File: src/rtl/dcache_ctrl_pkg.sv
// Shared definitions for the direct-mapped write-through data cache:
// FSM state encoding and the address field-slice constants.
package dcache_ctrl_pkg;

  localparam int DC_ADDR_W   = 32;
  localparam int DC_DATA_W   = 32;
  localparam int DC_OFFSET_W = 2;
  localparam int DC_IDX_W    = 6;
  localparam int DC_TAG_W    = DC_ADDR_W - DC_OFFSET_W - DC_IDX_W;

  typedef enum logic [1:0] {
    ST_IDLE = 2'd0,
    ST_MEM  = 2'd1,
    ST_RESP = 2'd2
  } dc_state_e;

endpackage

File: src/rtl/dcache_array.sv
// Valid/tag/data storage for the data cache: one combinational read port,
// one synchronous write port, valid bits cleared by the async low reset.
module dcache_array
  import dcache_ctrl_pkg::*;
#(
  parameter int IDX_W = DC_IDX_W,
  parameter int TAG_W = DC_ADDR_W - DC_OFFSET_W - IDX_W
) (
  input  logic                 clock,
  input  logic                 reset,
  input  logic [IDX_W-1:0]     rd_idx,
  output logic                 rd_valid,
  output logic [TAG_W-1:0]     rd_tag,
  output logic [DC_DATA_W-1:0] rd_data,
  input  logic                 wr_en,
  input  logic [IDX_W-1:0]     wr_idx,
  input  logic [TAG_W-1:0]     wr_tag,
  input  logic [DC_DATA_W-1:0] wr_data
);

  localparam int LINES = 1 << IDX_W;

  logic [LINES-1:0]     valid_q;
  logic [LINES-1:0]     valid_d;
  logic [TAG_W-1:0]     tag_mem  [LINES];
  logic [DC_DATA_W-1:0] data_mem [LINES];

  always_comb begin
    valid_d = valid_q;
    if (wr_en) begin
      valid_d[wr_idx] = 1'b1;
    end
  end

  always_ff @(posedge clock or negedge reset) begin
    if (!reset) begin
      valid_q <= '0;
    end else begin
      valid_q <= valid_d;
    end
  end

  // Tag and data are meaningless until the valid bit is set, so no reset.
  always_ff @(posedge clock) begin
    if (wr_en) begin
      tag_mem[wr_idx]  <= wr_tag;
      data_mem[wr_idx] <= wr_data;
    end
  end

  assign rd_valid = valid_q[rd_idx];
  assign rd_tag   = tag_mem[rd_idx];
  assign rd_data  = data_mem[rd_idx];

endmodule

File: src/rtl/dcache_ctrl.sv
// Direct-mapped, single-word-line, write-through, no-write-allocate data cache
// controller: CPU-side responder, backing-memory-side initiator.
module dcache_ctrl
  import dcache_ctrl_pkg::*;
#(
  parameter int IDX_W = DC_IDX_W
) (
  input  logic                 clock,
  input  logic                 reset,
  input  logic [DC_ADDR_W-1:0] dcache_addr,
  output logic [DC_DATA_W-1:0] dcache_rdata,
  input  logic [DC_DATA_W-1:0] dcache_wdata,
  output logic                 dcache_rdy,
  input  logic                 dcache_en,
  input  logic                 dcache_wr,
  output logic [DC_ADDR_W-1:0] mem_addr,
  input  logic [DC_DATA_W-1:0] mem_rdata,
  output logic [DC_DATA_W-1:0] mem_wdata,
  input  logic                 mem_rdy,
  output logic                 mem_en,
  output logic                 mem_wr
);

  localparam int TAG_W = DC_ADDR_W - DC_OFFSET_W - IDX_W;

  dc_state_e            state_q, state_d;
  logic [DC_ADDR_W-1:0] addr_q, addr_d;
  logic [DC_DATA_W-1:0] wdata_q, wdata_d;
  logic                 wr_q, wr_d;
  logic                 hit_q, hit_d;
  logic [DC_DATA_W-1:0] rdata_q, rdata_d;
  logic                 rdy_q, rdy_d;
  logic                 mem_en_q, mem_en_d;
  logic                 mem_wr_q, mem_wr_d;

  logic [IDX_W-1:0]     req_idx;
  logic [TAG_W-1:0]     req_tag;
  logic                 arr_valid;
  logic [TAG_W-1:0]     arr_tag;
  logic [DC_DATA_W-1:0] arr_data;
  logic                 req_hit;
  logic                 arr_we;
  logic [DC_DATA_W-1:0] arr_wdata;

  assign req_idx = dcache_addr[DC_OFFSET_W +: IDX_W];
  assign req_tag = dcache_addr[DC_ADDR_W-1 -: TAG_W];
  assign req_hit = arr_valid && (arr_tag == req_tag);

  // Fills take the memory word; write hits refresh the line with CPU data.
  assign arr_wdata = wr_q ? wdata_q : mem_rdata;

  dcache_array #(
    .IDX_W (IDX_W),
    .TAG_W (TAG_W)
  ) u_array (
    .clock    (clock),
    .reset    (reset),
    .rd_idx   (req_idx),
    .rd_valid (arr_valid),
    .rd_tag   (arr_tag),
    .rd_data  (arr_data),
    .wr_en    (arr_we),
    .wr_idx   (addr_q[DC_OFFSET_W +: IDX_W]),
    .wr_tag   (addr_q[DC_ADDR_W-1 -: TAG_W]),
    .wr_data  (arr_wdata)
  );

  always_comb begin
    state_d = state_q;
    addr_d  = addr_q;
    wdata_d = wdata_q;
    wr_d    = wr_q;
    hit_d   = hit_q;
    rdata_d = rdata_q;
    arr_we  = 1'b0;

    case (state_q)
      ST_IDLE: begin
        if (dcache_en) begin
          if (!dcache_wr && req_hit) begin
            rdata_d = arr_data;
            state_d = ST_RESP;
          end else begin
            addr_d  = dcache_addr & ~32'h3;
            wdata_d = dcache_wdata;
            wr_d    = dcache_wr;
            hit_d   = req_hit;
            state_d = ST_MEM;
          end
        end
      end
      ST_MEM: begin
        if (mem_rdy) begin
          state_d = ST_RESP;
          if (!wr_q) begin
            rdata_d = mem_rdata;
            arr_we  = 1'b1;
          end else if (hit_q) begin
            arr_we  = 1'b1;
          end
        end
      end
      ST_RESP: begin
        state_d = ST_IDLE;
      end
      default: begin
        state_d = ST_IDLE;
      end
    endcase

    // Handshake outputs come straight from flops so they cannot glitch.
    rdy_d    = (state_d == ST_RESP);
    mem_en_d = (state_d == ST_MEM);
    mem_wr_d = (state_d == ST_MEM) && wr_d;
  end

  always_ff @(posedge clock or negedge reset) begin
    if (!reset) begin
      state_q  <= ST_IDLE;
      addr_q   <= '0;
      wdata_q  <= '0;
      wr_q     <= 1'b0;
      hit_q    <= 1'b0;
      rdata_q  <= '0;
      rdy_q    <= 1'b0;
      mem_en_q <= 1'b0;
      mem_wr_q <= 1'b0;
    end else begin
      state_q  <= state_d;
      addr_q   <= addr_d;
      wdata_q  <= wdata_d;
      wr_q     <= wr_d;
      hit_q    <= hit_d;
      rdata_q  <= rdata_d;
      rdy_q    <= rdy_d;
      mem_en_q <= mem_en_d;
      mem_wr_q <= mem_wr_d;
    end
  end

  assign dcache_rdata = rdata_q;
  assign dcache_rdy   = rdy_q;
  assign mem_addr     = addr_q;
  assign mem_wdata    = wdata_q;
  assign mem_en       = mem_en_q;
  assign mem_wr       = mem_wr_q;

endmodule

File: config.mk
export PLATFORM = sky130hd
export DESIGN_NAME = dcache_ctrl
export DESIGN_NICKNAME = d
export VERILOG_FILES = /design/src/rtl/dcache_ctrl_pkg.sv /design/src/rtl/dcache_array.sv /design/src/rtl/dcache_ctrl.sv
export SDC_FILE = /design/constraint.sdc
export NUM_CORES = 2
export LEC_CHECK = 0
export CELL_PAD_IN_SITES_DETAIL_PLACEMENT = 1
export CELL_PAD_IN_SITES_GLOBAL_PLACEMENT = 1
export CORE_MARGIN = 2
export CORE_UTILIZATION = 56
export DETAILED_ROUTE_END_ITERATION = 8
export PLACE_DENSITY_LB_ADDON = 0.2
export SLEW_MARGIN = 5
export SYNTH_ARGS = -nofsm -noshare
export SYNTH_HDL_FRONTEND = slang
export SYNTH_SLANG_ARGS = --single-unit
File: constraint.sdc
create_clock -name clock -period 5.2 [get_ports clock]
set_input_delay 1.04 -clock clock [delete_from_list [all_inputs] [get_ports clock]]
set_output_delay 1.04 -clock clock [all_outputs]
set_load 0.02 [all_outputs]
==> qor.txt <==
Max stage delay cell, worst path: mux4_2
CTS Root Cell: clkbuf_16
Initial Util: 0.5624
Vias in the first global route: 77900
Fraction of layout instances using a drive strength above 1: 0.3076
Outcome: finished clean
Worst Path Buf+Inv: 8
Clock-pin slew on the worst setup and hold paths: 0.07 ns
Routed Antenna Nets: 0
TritonCTS buffer count: 378
Max_cap viols: 0
Avg Inst Size Synth: 22.89 µm²
I/O Buffers: 195
Drt pass-1 iters: 6
Initial drt markers: 12910
Slew Viols, Final: 0
Fin cells: 10730
Sequential area share after synthesis: 0.7748
Pwr Density: 445.5 nW/µm²
Final setup fails: 0
Finished Core Util: 0.6516
Via/cell ratio: 7.100
Pre-CTS WS: -0.5004 ns
Hold-fix buffers at CTS: 0
Crit path time final: 5.008 ns
Drt wl/cell: 42.83 µm
Setup crit end kind: register
Most common cell after layout, fill and taps aside: edfxtp_1
Setup WS post-layout: 0.1917 ns
Type of the worst setup path: input pin to register
RSZ-0062 raised after global routing: no
Final period util: 0.9631
Area grow syn2layout: 15.86%
Yosys cell types: 69
Worst slew margin: 0.1317
# fillers: 20030
Cells after Synth: 6302
Total track usage: 0.3531
Row Count: 186
Leak: 54.18 nW
Cell Area, Synth: 144200 µm²
Chip height: 511.5 µm
RD Place Congestion: 0.8325
Post-synth EDFFs: 3584
Post-CTS Resized: 0
Synth Register Bits: 3749
Core Region: 256500 µm²
TritonCTS clock tree: done
Total congestion overflow: 0
# IOs: 200
Cells along the critical path: buf_16 -> buf_12 -> buf_12 -> buf_12 -> mux4_2 -> a32oi_1 -> o2111ai_1 -> nor4_1 -> buf_4 -> xor2_1 -> o21ai_1 -> nor4_1 -> buf_4 -> nand4_1 -> buf_4 -> o31ai_4 -> buf_12 -> mux2_2
Clock Sinks: 3749
Post-route DRC violation count: 0
Skew final: 0.06179 ns
Hold Crit Class: input pin to async pin
Placed Cells: 10030
Least-Margin Pin Slew: 1.302 ns
Critical path's most frequent cell: buf_12
Drt total wl: 459600 µm
Die Wd: 511.5 µm
CP max stage delay: 0.52 ns
Routed via count: 76180
Largest net degree at the start of global routing: 99
Achievable Freq: 199.7 MHz
Post-CTS setup buffers: 0
Worst-Skew Late Latency: 0.93 ns
Clock buffer depth: 4
Worst Path Arrival: 5.77 ns
Setup crit start kind: input pin
Worst endpoint required time: 5.96 ns
Most frequent cells in the layout: edfxtp_1, mux4_2, clkbuf_16
Hold Violations, Final: 0
CP delay by family, top: buffers and inverters
First-pass GRT wire length: 634600 µm
Initial antenna violation count: 17
Die footprint: 261600 µm²
DP HPWL: 247000 µm
Final hold slack: 0.1632 ns
Crit path max fanout: 24
Synth warnings: 0
Post-synth top flop: edfxtp_1
Ys async rst share: 0.04401
H-tree depth: 5
Nets: 7130
Worst vdd ir: 380.5 µV
==> final cells by class <==
cell class                      count  area (µm²)  area share
Sequential cell                  3749      111800      0.6689
Clock buffer                      481       10250     0.06131
Clock inverter                    208        1961     0.01173
Antenna cell                        7       17.52   0.0001048
Multi-Input combinational cell   2210       31300      0.1873
Inverter                            9       43.79   0.0002621
Timing Repair Buffer              681        7531     0.04507
Tap cell                         3384        4234     0.02534
==> routing by layer <==
metal | track usage | vias to the layer above | wire [µm]
met2 | 0.5530 | 6083 | 218200
met4 | 0.1607 | 6 | 24860
li1 | - | 28150 | -
met5 | 0 | - | 41
met3 | 0.07837 | 1242 | 55220
met1 | 0.4813 | 40700 | 161300
==> logic make-up (layout without fill, tap and decap cells) <==
kind of cell	after synthesis	after routing	synth area share
compound gates	284	284	0.01361
other cells	1	9	0.00002600
buf+inv	344	1379	0.01189
simple gates	516	516	0.01749
xor+xnor	22	22	0.001336
mux	1386	1386	0.1808
flops	3749	3749	0.7748
==> cell usage after synthesis (all sizes together) (17+ instances only) <==
cell,instances,area share
mux2,148,0.012
dfrtp,165,0.029
nor2,101,0.0026
o22ai,19,0.00082
edfxtp,3584,0.75
o21ai,39,0.0014
nand3,57,0.0020
buf,179,0.0076
mux4,961,0.15
nand2,164,0.0043
a21oi,51,0.0018
a22oi,85,0.0044
mux2i,277,0.019
nor2b,22,0.00095
clkbuf,156,0.0041
nor3,17,0.00059
or2,68,0.0029
nand4,22,0.00095
==> registers in the layout (all words and copies together), names as in the netlist <==
register and cells:
u_array.data_mem 2048, u_array.tag_mem 1536, u_array.valid_q 64, dcache_rdata 32
mem_wdata 32, mem_addr 30, state_q 2, dcache_rdy 1
hit_q 1, mem_en 1, mem_wr 1, wr_q 1
==> report_power, final <==
part	internal [mW]	leakage, nW	switching (mW)
clock network	15.7	5.99	11.6
registers	37.5	34.3	1.54
logic	2.66	13.9	5.47
==> path summary, 6_finish.rpt <==
check | start | to | slack (ns) | depth (start not counted)
min in group clock | u_array.valid_q[22] | u_array.valid_q[22] | 0.47 | 1
hold / removal | reset | mem_addr[18] | 0.16 | 1
max in group asynchronous | reset | dcache_rdata[18] | 3.86 | 2
setup / recovery | dcache_addr[2] | dcache_rdata[30] | 0.19 | 18
hold reg to reg | u_array.valid_q[22] | u_array.valid_q[22] | 0.47 | 1
setup reg to reg | u_array.tag_mem[62][10] | mem_addr[30] | 0.38 | 16
==> stage by stage <==
stage          total power, mW  TNS, ns  instance area, µm²
5_1_grt                  76.09        0              167100
4_1_cts                  74.43        0              167100
6_report                 74.45        0              167100
3_3_place_gp             46.93   -36.86              154900
2_1_floorplan            43.23        0              144200
3_5_place_dp             47.58   -40.81              154900
No activity file was read; power rests on OpenSTA's default activity.
